[config.mk]
export PLATFORM = sky130hd
export DESIGN_NAME = wb_arbiter
export DESIGN_NICKNAME = d
export VERILOG_FILES = /design/src/rtl/wb_arbiter.sv
export SDC_FILE = /design/constraint.sdc
export NUM_CORES = 1
export LEC_CHECK = 0
export ABC_AREA = 1
export CORE_UTILIZATION = 40
export CTS_CLUSTER_SIZE = 28
export DETAILED_ROUTE_END_ITERATION = 6
export GPL_TIMING_DRIVEN = 0
export PLACE_DENSITY = 0.59
export SLEW_MARGIN = 20
export SYNTH_ARGS = -nofsm -noshare
export SYNTH_HDL_FRONTEND = slang
export SYNTH_SLANG_ARGS = --single-unit
[constraint.sdc]
create_clock -name clk -period 5 [get_ports clk]
set_clock_uncertainty 0.05 [all_clocks]
set_input_delay 0.75 -clock clk [delete_from_list [all_inputs] [get_ports clk]]
set_output_delay 0.75 -clock clk [all_outputs]
set_load 0.05 [all_outputs]
[src/rtl/wb_arbiter.sv]
// Writeback arbiter: merges ALU results and queued LSU loads onto the regfile write port.
// Optional WB_FWD_EN adds a youngest-wins forwarding lookup over the queue and output register.
module wb_arbiter #(
    parameter int DEPTH = 4,
    parameter int XLEN  = 32
) (
    input  logic            clk,
    input  logic            rst,
    input  logic            alu_valid,
    input  logic [4:0]      alu_rd,
    input  logic [XLEN-1:0] alu_data,
    input  logic            lsu_valid,
    input  logic [4:0]      lsu_rd,
    input  logic [XLEN-1:0] lsu_data,
    output logic            lsu_ready,
    output logic [4:0]      waddr,
    output logic [XLEN-1:0] wdata,
    output logic            regwen,
`ifdef WB_FWD_EN
    input  logic [4:0]      fwd_addr,
    output logic            fwd_hit,
    output logic [XLEN-1:0] fwd_data,
`endif
    output logic            pending
);

    localparam int AW = $clog2(DEPTH);
    localparam int CW = AW + 1;
    localparam logic [CW-1:0] FULL = CW'(DEPTH);

    logic [4:0]      r_rd  [DEPTH];
    logic [XLEN-1:0] r_dat [DEPTH];
    logic [AW-1:0]   r_wptr;
    logic [AW-1:0]   r_rptr;
    logic [CW-1:0]   r_count;
    logic            r_regwen;
    logic [4:0]      r_waddr;
    logic [XLEN-1:0] r_wdata;
    logic            r_pending;

    logic            w_empty;
    logic            w_pop;
    logic            w_bypass;
    logic            w_push;
    logic            w_sel_v;
    logic [4:0]      w_sel_rd;
    logic [XLEN-1:0] w_sel_data;
    logic [CW-1:0]   w_count_nxt;

    assign w_empty   = (r_count == '0);
    assign lsu_ready = (r_count != FULL);
    assign w_pop     = !alu_valid && !w_empty;
    assign w_bypass  = !alu_valid && w_empty && lsu_valid;
    assign w_push    = lsu_valid && lsu_ready && !w_bypass;
    assign w_sel_v   = alu_valid || w_pop || w_bypass;

    always_comb begin
        w_sel_rd   = '0;
        w_sel_data = '0;
        unique case (1'b1)
            alu_valid: begin
                w_sel_rd   = alu_rd;
                w_sel_data = alu_data;
            end
            w_pop: begin
                w_sel_rd   = r_rd[r_rptr];
                w_sel_data = r_dat[r_rptr];
            end
            w_bypass: begin
                w_sel_rd   = lsu_rd;
                w_sel_data = lsu_data;
            end
            default: ;
        endcase
    end

    always_comb begin
        w_count_nxt = r_count;
        if (w_push && !w_pop)
            w_count_nxt = r_count + 1'b1;
        else if (w_pop && !w_push)
            w_count_nxt = r_count - 1'b1;
    end

    // Storage is not reset; pointers and count define which entries are live.
    always_ff @(posedge clk) begin
        if (w_push) begin
            r_rd[r_wptr]  <= lsu_rd;
            r_dat[r_wptr] <= lsu_data;
        end
    end

    always_ff @(posedge clk) begin
        if (!rst) begin
            r_wptr    <= '0;
            r_rptr    <= '0;
            r_count   <= '0;
            r_pending <= 1'b0;
            r_regwen  <= 1'b0;
            r_waddr   <= '0;
            r_wdata   <= '0;
        end else begin
            if (w_push)
                r_wptr <= r_wptr + 1'b1;
            if (w_pop)
                r_rptr <= r_rptr + 1'b1;
            r_count   <= w_count_nxt;
            r_pending <= (w_count_nxt != '0);
            // x0 results are consumed but never written.
            if (w_sel_v && (w_sel_rd != 5'd0)) begin
                r_regwen <= 1'b1;
                r_waddr  <= w_sel_rd;
                r_wdata  <= w_sel_data;
            end else begin
                r_regwen <= 1'b0;
            end
        end
    end

    assign regwen  = r_regwen;
    assign waddr   = r_waddr;
    assign wdata   = r_wdata;
    assign pending = r_pending;

`ifdef WB_FWD_EN
    // Oldest candidate first, so later (younger) matches override.
    always_comb begin : fwd_lookup
        logic [AW-1:0] idx;
        fwd_hit  = 1'b0;
        fwd_data = '0;
        idx      = '0;
        if (fwd_addr != 5'd0) begin
            if (r_regwen && (r_waddr == fwd_addr)) begin
                fwd_hit  = 1'b1;
                fwd_data = r_wdata;
            end
            for (int i = 0; i < DEPTH; i++) begin
                idx = r_rptr + AW'(i);
                if ((CW'(i) < r_count) && (r_rd[idx] == fwd_addr)) begin
                    fwd_hit  = 1'b1;
                    fwd_data = r_dat[idx];
                end
            end
        end
    end
`endif

endmodule

======== After elaboration in Yosys (flattened, before gate mapping) ========
Memories as Yosys holds them, arrays and structs flattened. A register that Yosys moved wholly into a read port is not among the register bits.
Index checks and enable logic that the tools add are counted.
storage, ports and cells
  input port bits ......................... 78
  flip-flop bits (word level) ............. 46
  memory bits (writable) .................. 148
  memories ................................ 2
  bits in latches ......................... 0
  memory bits (read-only) ................. 0
  output and inout bits ................... 40
operators by class
  order comparisons ....................... 0
  add/sub/neg operators ................... 4
  multiply operators ...................... 0
  bitwise logic cells ..................... 0
  reduce and logical (&&, ||, !) cells .... 18
  equality and inequality tests ........... 1
  mux-type cells .......................... 11
  divide/modulo/power cells ............... 0
  shift-type cells ........................ 0
memories
  memory  depth  bits a word  read ports  clocked after Yosys merged registers in  write ports  line  source
  r_dat   4      32           1           1                                        1            32    logic [XLEN-1:0] r_dat [DEPTH];
  r_rd    4      5            1           1                                        1            31    logic [4:0] r_rd [DEPTH];
operator list
  operator                                                            number
  32-bit one-hot mux with 3 select lines                              1
  5-bit one-hot mux with 3 select lines                               1
  1-bit logical AND                                                   8
  2-bit two-way mux                                                   4
  3-bit two-way mux                                                   2
  1-bit logical NOT                                                   5
  5-bit nonzero test                                                  1
  2-bit by 1-bit adder with 2-bit output, second input constant       2
  3-bit by 1-bit adder with 3-bit output, second input constant       1
  3-bit logical NOT                                                   1
  1-bit two-way mux                                                   3
  3-bit != test, second input constant                                1
  3-bit nonzero test                                                  1
  3-bit by 1-bit subtractor with 3-bit output, second input constant  1
  1-bit logical OR                                                    2

======== Longest topological paths before layout ========
  depth in word-level cells ............... 10
  depth in mapped cells ................... 14
  gate-level depth less buffers ........... 13

======== Worst setup path before layout ========
No wires, ideal clock.
  path kind ............................... reg-to-reg
  start point ............................. register r_count[0]
  end point ............................... memory r_dat[0][0], enable pin
  setup time .............................. 0.431 ns
  stages on the path, launching flop included .. 6
  path slack .............................. 1.631 ns
  arrival time ............................ 2.888 ns
  cell sequence ........................... dfxtp_1 inv_1 ha_1 nand2_1 nand3_1 nor2_1
between the ends
  elaborated cells between the ends (all ways) .. 9
  classes of those cells .................. 1 x eq/ne; 2 x mux; 6 x reduce/logical
RTL lines
  item                                     line  source
  start, declared                          35    logic [CW-1:0] r_count;
  start signal, assigned                   107   r_count <= w_count_nxt;
  3-bit != test                            51    assign lsu_ready = (r_count != FULL);
  net lsu_ready                            15    output logic lsu_ready,
  1-bit logical AND (2 in a row)           54    assign w_push = lsu_valid && lsu_ready && !w_bypass;
  1-bit two-way mux                        87    if (w_push) begin
  1-bit two-way mux (not written as such)  89    r_dat[r_wptr] <= lsu_data;
  end, declared                            32
The timed path passes the listed nets, and every way through them passes these cells.

======== Worst setup path after layout ========
  start point ............................. input port alu_valid
  end point ............................... memory r_dat[0][3], enable pin
between the ends
  longest elaborated chain between the ends .. 7
ends and longest elaborated chain
  item                                     line  source
  start, declared                          9     input logic alu_valid,
  1-bit logical NOT                        53    assign w_bypass = !alu_valid && w_empty && lsu_valid;
  1-bit logical AND (2 in a row)           53
  1-bit logical NOT                        54
  1-bit logical AND                        54
  1-bit two-way mux                        87
  1-bit two-way mux (not written as such)  89
Every way passes these cells.

==> metrics.md <==
| Metric | Value |
|---|---|
| CTS Buf Count | 17 |
| CP max stage delay | 0.75 ns |
| CTS root buffer | clkbuf_16 |
| Post-synthesis register bit count | 196 |
| Clock net sink count | 196 |
| Critical Path Sink Type | register |
| Place WS | 1.64 ns |
| Crit path cell chain | clkdlybuf4s50_1 > inv_2 > nand2_1 > nand3_1 > nor2_4 > buf_16 |
| Syn-to-layout area delta | 25.8% |
| Buffer count from post-CTS setup fixing | 0 |
| Max stage delay cell, worst path | nor2_4 |
| Arrival time worst endpoint | between 2 and 3 ns |
| H-tree levels | 4 |
| Leak | between 0.004 and 0.005 uW |
| Die X-Extent | 150 um |
| Gates resized, CTS repair | 0 |
| EDFF count, synth | 148 |
| Core box area | 21,200 um^2 |
| Req. time, crit path | a little over 5 ns |
| Hold Fails Final Rpt | 0 |
| Status | complete, no violations |
| Final Util | 0.517 |
| Drt total wl | 23,000 um |
| FP Rows | 53 |
| Largest net degree at the start of global routing | 20 |
| PD cells | 398 nW/um^2 |
| CTS max path bufs | 2 |
| Final Net Count | approximately 1,100 |
| GPL Wtd Cong | 0.716 |
| Die area | approximately 22,000 um^2 |
| Hpwl dp | between 15,000 and 20,000 um |
| Yosys cell types | 34 |
| Max Cap Viol | 0 |
| Number of global-route vias before repair | around 6,300 |
| Via count | 6,556 |
| Final worst slack | 2.10 ns |
| Initial antenna violation count | 0 |
| Layout cells sized above 1 | 0.104 |
| Relative slew slack | 0.492 |
| FMAX | approximately 0.34 GHz |
| CP Max Fanout | 19 |
| Total power | ~4400 uW |
| Clk Latency, worst-skew pair | 0.43 ns |
| All-layer global routing usage | 0.217 |
| RSZ-0062 raised after global routing | no |
| Cts hold-fix bufs | 0 |
| Crit path max-delay family | simple AND/OR/NAND/NOR gates |
| Total iterations of the first detailed-routing run | 5 |
| Chip height | 150 um |
| Cells after Synth | 899 |
| Hold_ws | 0.425 ns |
| Register area share after synthesis | 0.620 |
| Total I/O pin count | ~120 |
| ANT cells | 0 |
| Drt wl/cell | 17.3 um |
| Hold WC Path Type | register to register |
| Count of warnings emitted by yosys | 0 |
| Net count after synthesis | 984 |
| Initial Utilization | 0.411 |
| Peak supply drop | 242 uV |
| CP Buf/Inv Count | 3 |
| Register clock-pin slew on the reported worst setup and hold paths | 0.06 ns |
| Slew Viols, Final | 0 |
| Starting DRT DRC Count | 574 |
| Overflow after GRT | 0 |
| Post-route minimum period | 2.90 ns |
| Main synth FF type | edfxtp_1 |
| Number of routed nets with antenna violations | 0 |
| Global-route wire length before repair | roughly 36,000 um |
| Final worst-path cycle share | 0.580 |
| Slew of the pin with the lowest slew margin | 0.761 ns |
| Asr flop ratio synth | 0 |
| Crit Path Category | primary input to register |
| Via density | slightly below 5 |
| CTS tree | built |
| Synthesized area | 8710 um^2 |
| Final setup TNS | 0 ns |
| Crit start category | primary input |
| Fillers | 1,960 |
| Syn_area_per_cell | 9.69 um^2 |
| DRC Markers | 0 |
| Setup violators final | 0 |
| # port buffers | between 100 and 150 |
-- power by group --
part	switching, uW	internal, uW	leakage (uW)
clock network	599	713	0.000274
logic	733	377	0.00222
registers	50.2	1890	0.00175
total	1380	2980	0.00424
-- worst reg2reg max path: cells and delay by family (launching register included) --
| family | cells | cell delay (ns) |
|---|---|---|
| adders and majority gates | 1 | 0.21 |
| buffers and inverters | 3 | 0.42 |
| DFF | 1 | 0.37 |
| and+or+nand+nor | 4 | 1.32 |
-- cell usage after synthesis, types with 2 or more instances --
cell type  instances  area [um^2]
ha_1               7         87.6
nand2_2            3         18.8
buf_1              5         18.8
o21ai_0            4         20.0
xnor2_1            2         17.5
inv_2              4         15.0
buf_8              2         30.0
nand4_1           38          238
a21oi_2            2         17.5
buf_6              7         78.8
nor2_2            21          131
nor2_1            58          218
o21bai_1           2         15.0
buf_4              3         22.5
nand2_1          281         1050
edfxtp_1         148         4440
nand3_1          136          681
nor2_4             4         45.0
o21ai_1            3         15.0
nand3_2            4         40.0
inv_1             66          248
clkbuf_1          21         78.8
buf_2             13         65.1
a21oi_1            7         35.0
xor2_1             2         17.5
dfxtp_1           48          961
-- placed cells by master (no fill, tap or decap), types with 5 or more instances in the layout --
master and count:
nand2_1 281, edfxtp_1 148, nand3_1 136, clkdlybuf4s50_1 115
inv_1 66, nor2_1 54, dfxtp_1 48, nand4_1 38
clkbuf_1 22, nor2_2 21, clkbuf_16 17, buf_2 13
nor2_4 8, buf_6 7, a21oi_1 7, ha_1 7
buf_16 6, buf_1 5
-- metal layers --
metal / global-route usage / part of all wire
met5: 0 / 0
met4: 0.0714 / 0.015
met3: 0.0375 / 0.061
met2: 0.352 / 0.47
met1: 0.295 / 0.45
-- final timing paths --
path	endpoint	from	slack [ns]	depth (start not counted)
hold reg to reg	r_rptr[0]	r_rptr[0]	0.43	1
setup / recovery	r_dat[0][3]	alu_valid	2.10	6
setup reg to reg	r_dat[0][3]	r_count[0]	2.31	8
hold / removal	r_rptr[0]	r_rptr[0]	0.43	1
-- logic make-up (layout without fill, tap and decap cells) --
group,Yosys count,in the layout,synth area share
compound gates,21,21,0.0155
fa+ha+maj,7,7,0.0101
simple gates,547,547,0.283
flops,196,196,0.620
buf+inv,124,277,0.0673
xor+xnor,4,4,0.00402
-- final cells by class --
type	instances	area [um^2]	area share
sequential	196	5410	0.493
multi-input combinational	579	2750	0.251
timing repair buffer	121	1320	0.120
clock buffer	20	457	0.0417
tap	275	344	0.0314
buffer	52	314	0.0286
inverter	72	273	0.0249
clock inverter	12	104	0.00947
-- state kept, by name, summed over array words and instances (netlist names), named ones only --
name     cells
r_dat      128
regwen       1
r_rptr       2
r_wptr       2
r_rd        20
wdata       32
waddr        5
pending      1
r_count      3
-- metrics by stage --
step / std cells / area, um^2
2_1_floorplan: 899 / 8710
3_3_place_gp: 1289 / 10200
3_5_place_dp: 1295 / 10400
4_1_cts: 1327 / 11000
5_1_grt: 1327 / 11000
6_report: 1327 / 11000
(Power assumes the default switching activity.)
==> patch 1: new RTL, config.mk and constraints unchanged <==
Build with the macro `WB_FWD_EN` defined.
--- a/src/rtl/wb_arbiter.sv
+++ b/src/rtl/wb_arbiter.sv
@@ -1,4 +1,6 @@
 // Writeback arbiter: merges ALU results and queued LSU loads onto the regfile write port.
 // Optional WB_FWD_EN adds a youngest-wins forwarding lookup over the queue and output register.
+`define WB_FWD_EN
+
 module wb_arbiter #(
     parameter int DEPTH = 4,
Ports: changed (added fwd_addr, fwd_data and fwd_hit); port bits go from 118 to 156. The function was not compared with the original's and may differ.
==> patch 1 against the original RTL <==
The run now ends with DRC left; wire length rose by 130%; power rose by 40%; synthesized cell count rose by 110%; worst setup slack got worse by 2.0 ns; clock power rose by 5%; sequential cell count did not move; synthesized area rose by 49%; via count rose by 110%; cell count rose by 90%; maximum frequency fell by 41%; design area rose by 45%; sequential share of layout area fell by 15 points; sequential power rose by 5%; critical path depth rose by 7; critical path type is now input pin to primary output; largest cell class is now multi-input combinational cells; largest power group is now combinational cells.
==> patch 1: results (changes against the original RTL) <==
yosysSeqAreaShare: 0.416  # was 0.620
grt_first_pass_wirelength_um: 77600  # was 35800 µm
ff2ff_setup_slack_ns: 1.97  # was 2.31 ns
crit_path_max_incr_delay_ns: 0.83  # was 0.75 ns
detailed_place_hpwl_um: 37000  # was 15300 µm
grtUsageMet1: 0.426  # was 0.295
drc_violations_left: 2  # was 0
via_per_inst: 5.56  # was 4.94
drt_iter0_markers: 1838  # was 574
critPathMaxFanout: 10  # was 19
number_of_vias_after_detailed_routing: 14000  # was 6556
num-nets-final: 2158  # was 1124
detailedPlace.worstSlack_ns: -0.164  # was 1.64 ns
first_pass_iters: 7  # was 5
io_buffer_count: 154  # was 115
whs_endpoint: "waddr[2]"  # was r_rptr[0]
status: "complete, but fails checks"  # was finished clean
power-per-cell-area_nw_per_um2: 383  # was 398 nW/µm²
timing.rr.end: "wdata[5]"  # was r_dat[0][3]
synthesis.nets: 1977  # was 984
synth_cell_types: 39  # was 34
number_of_cells_on_the_worst_reg_to_reg_path: 12  # was 8
p_seq_mw: 2.03  # was 1.94 mW
clkLatencyLatePin_ns: 0.47  # was 0.43 ns
detail_route.wirelength_um: 53000  # was 23000 µm
max_slew_margin_vs_limit: 0.414  # was 0.492
globalRouteMet2Util: 0.490  # was 0.352
static-leakage-power_nw: 7.19  # was 4.24 nW
place_inst: 2483  # was 1295
synth.cells.most_frequent: "sky130_fd_sc_hd__nand2_1 (603), sky130_fd_sc_hd__o21ai_0 (261), sky130_fd_sc_hd__nor2_1 (253)"  # was sky130_fd_sc_hd__nand2_1 (281), sky130_fd_sc_hd__edfxtp_1 (148), sky130_fd_sc_hd__nand3_1 (136)
number_of_global_route_vias_before_repair: 13000  # was 6268
violated_checks: "DRC"
patch 1: cell count changes after synthesis, sizes merged, moves of 44 or more:
cell	before	now
a21oi	10	87
inv	71	168
nor2	84	258
o21ai	8	273
nand2	284	609
nand3	141	77
clkbuf	21	65
patch 1: area by class of cell:
class,instances,area [µm²]
buffer,119,602
clock buffer,19,453
clock inverter,13,124
fill,3167,15900
inverter,168,636
multi-input combinational,1403,6390
sequential,196,5410
tap,435,544
timing repair buffer,162,1770
patch 1: kinds of logic after synthesis:
kind of cell | after synthesis | share of synthesized area
buffers and inverters | 287 | 0.0948
AND/OR/NAND/NOR | 954 | 0.290
flip-flops | 196 | 0.416
AO/OA/AOI/OAI | 432 | 0.186
XOR/XNOR | 7 | 0.00472
multiplexers | 2 | 0.00154
adder cells (fa/ha/maj) | 8 | 0.00770
patch 1: worst max-delay path by stage:
stage | endpoint | slack [ns] | depth (start not counted)
floorplan | fwd_data[0] | 1.49 | 12
global placement | r_dat[3][8] | -0.74 | 5
detailed placement | fwd_data[31] | -0.16 | 14
CTS | fwd_data[5] | 0.06 | 12
global route | fwd_data[21] | 0.0004 | 13
finish | fwd_data[21] | 0.07 | 13
patch 1: critical path: cells and delay by family:
kind	cells	cell delay, ns
buffers and inverters	4	2.13
and+or+nand+nor	7	0.97
AOI/OAI and AO/OA	2	0.28
patch 1: through the flow:
step	hold WS (ns)	util
after floorplan	0.440	-
after global placement	0.434	0.474
after detailed placement	0.449	0.481
after CTS	0.462	0.500
after global routing	0.490	0.501
final	0.465	0.501
patch 1: routing by layer:
metal,share of wire,vias to the layer above
met5,0,-
met4,0.033,0
met3,0.097,119
met2,0.45,809
met1,0.42,6514
li1,-,6553
==> patch 2: new RTL, same flow settings <==
Without the edit above. Make the reset (`rst`) asynchronous in one clocked block.
--- a/src/rtl/wb_arbiter.sv
+++ b/src/rtl/wb_arbiter.sv
@@ -91,5 +91,5 @@
     end
 
-    always_ff @(posedge clk) begin
+    always_ff @(posedge clk or negedge rst) begin
         if (!rst) begin
             r_wptr    <= '0;
Behaviour: differs if rst is asserted again (counterexample within 4 cycles, from zero or initial values and one cycle with rst low); with rst held inactive, the same outputs for 4 cycles.
==> patch 2 against the original RTL <==
Design area decreased by 2.0%; worst setup slack improved by 0.071 ns; non-clock buffer count increased by 1; cell count decreased by 7.3%; sequential cell count decreased by 2; synthesized area decreased by 3.7%; wire length decreased by 5.2%.
Power is not compared: it rests on default switching activity, and its combinational part moved more than twofold at a synthesized area within 25%.
==> patch 2: results (changes against the original RTL) <==
status: "finished clean"  # unchanged
crit_family: "buffers and inverters"  # was simple AND/OR/NAND/NOR gates
synthFlopType: "sky130_fd_sc_hd__edfxtp_1"  # unchanged
largest_net_degree_at_the_start_of_global_routing: 47  # was 20
crit_path_end: "lsu_ready"  # was r_dat[0][3]
synth_xor_area_frac: 0.00522  # was 0.00402
layout-drive-gt1-share: 0.0896  # was 0.104
slowest_stage: "sky130_fd_sc_hd__clkdlybuf4s50_1"  # was sky130_fd_sc_hd__nor2_4
detailed_place_hpwl_um: 14300  # was 15300 µm
io_buffer_count: 117  # was 115
num-nets-final: 1032  # was 1124
yosysSeqAreaShare: 0.667  # was 0.620
grtUsageMet1: 0.300  # was 0.295
compound_gate_portion_of_the_synthesized_area: 0.00403  # was 0.0155
grt_first_pass_wirelength_um: 34600  # was 35800 µm
tightest_slew_ns: 0.697  # was 0.761 ns
ff2ff_setup_slack_ns: 2.34  # was 2.31 ns
crit_path_max_incr_delay_ns: 0.82  # was 0.75 ns
number_of_vias_after_detailed_routing: 6228  # was 6556
final_wtd_congestion: 0.727  # was 0.716
cell_types_with_the_largest_area_share_after_synthesis: "sky130_fd_sc_hd__edfxtp_1 (53%), sky130_fd_sc_hd__nand2_1 (14%), sky130_fd_sc_hd__dfrtp_1 (14%), sky130_fd_sc_hd__nand3_1 (8.3%), sky130_fd_sc_hd__nand4_1 (3.0%)"  # was sky130_fd_sc_hd__edfxtp_1 (51%), sky130_fd_sc_hd__nand2_1 (12%), sky130_fd_sc_hd__dfxtp_1 (11%), sky130_fd_sc_hd__nand3_1 (7.8%), sky130_fd_sc_hd__inv_1 (2.8%)
number_of_cells_on_the_worst_reg_to_reg_path: 11  # was 8
largest_reg_flops: 128  # unchanged
first_pass_iters: 5  # unchanged
drt-wirelength-per-cell_um: 17.7  # was 17.3 µm
critPathMaxFanout: 3  # was 19
synth.cells.most_frequent: "sky130_fd_sc_hd__nand2_1 (312), sky130_fd_sc_hd__edfxtp_1 (148), sky130_fd_sc_hd__nand3_1 (140)"  # was sky130_fd_sc_hd__nand2_1 (281), sky130_fd_sc_hd__edfxtp_1 (148), sky130_fd_sc_hd__nand3_1 (136)
synth_cell_types: 23  # was 34
final.fill_count: 1867  # was 1960
setup.worst_path.class: "flip-flop to primary output"  # was input pin to flip-flop
grt_util_met3: 0.0388  # was 0.0375
grt_use_total: 0.214  # was 0.217
globalRouteMet2Util: 0.338  # was 0.352
drt_iter0_markers: 389  # was 574
timing.rr.end: "r_dat[0][29]"  # was r_dat[0][3]
worst_r2r_startpoint: "r_count[0]"  # unchanged
[patch 2: cell types whose count changed in the layout (fill, tap and decap cells not counted), moves of 6 or more]
cell / unedited run / this run
sky130_fd_sc_hd__nand2_1: 281 / 312
sky130_fd_sc_hd__clkbuf_1: 22 / 16
sky130_fd_sc_hd__nor2_1: 54 / 6
sky130_fd_sc_hd__inv_1: 66 / 28
sky130_fd_sc_hd__a21oi_1: 7 / 1
sky130_fd_sc_hd__nor2_2: 21 / 3
sky130_fd_sc_hd__dfrtp_1: 0 / 46
sky130_fd_sc_hd__dfxtp_1: 48 / 0
[patch 2: cells by family (layout without fill, tap and decap cells)]
group,after synthesis,in the layout
DFF,194,194
AOI/OAI and AO/OA,6,6
buffers and inverters,83,239
xor gates and xnor gates,5,5
adders and majority gates,7,7
and+or+nand+nor,509,509
[patch 2: worst min path at each step]
stage             start    endpoint  slack (ns)  depth (start not counted)
3_5_place_dp   waddr[0]    waddr[0]        0.46                          2
5_1_grt             rst  r_count[0]        0.35                          1
3_3_place_gp   waddr[0]    waddr[0]        0.46                          2
4_1_cts             rst   wdata[20]        0.33                          1
6_report            rst   wdata[20]        0.30                          1
2_1_floorplan       rst     pending        0.40                          0
[patch 2: power groups by stage]
stage / Clock [mW] / Combinational [mW] / Sequential [mW]
CTS: 1.47 / 2.91 / 2.35
global route: 1.53 / 3.14 / 2.39
finish: 1.46 / 2.88 / 2.34
floorplan: 0 / 1.29 / 2.90
global placement: 0 / 2.76 / 2.40
detailed placement: 0 / 2.90 / 2.38
[patch 2: stage by stage]
step           instance area (µm²)  hold slack, ns  utilization  cells  worst slack [ns]
2_1_floorplan                 8390           0.404            -    804              1.50
3_3_place_gp                  9900           0.464        0.485   1191            -0.514
3_5_place_dp                 10100           0.465        0.495   1198              1.68
4_1_cts                      10700           0.332        0.526   1230              2.13
5_1_grt                      10700           0.352        0.526   1230              2.03
6_report                     10700           0.299        0.526   1230              2.17
[patch 2: area by class of cell]
| class | instances | area [µm²] | area share |
|---|---|---|---|
| plain buffers | 50 | 288 | 0.0268 |
| clock buffers | 18 | 429 | 0.0400 |
| clock inverters | 14 | 198 | 0.0184 |
| inverters | 33 | 124 | 0.0115 |
| multi-input cells | 527 | 2420 | 0.225 |
| flip-flops and latches | 194 | 5600 | 0.521 |
| well taps | 270 | 338 | 0.0315 |
| repair buffers | 124 | 1350 | 0.126 |
[patch 2: metal layers]
layer | wire, µm | up-vias | share of wire
li1 | - | 3025 | -
met1 | 9820 | 2973 | 0.45
met2 | 10300 | 206 | 0.47
met3 | 1290 | 24 | 0.059
met4 | 365 | 0 | 0.017
met5 | 0 | - | 0
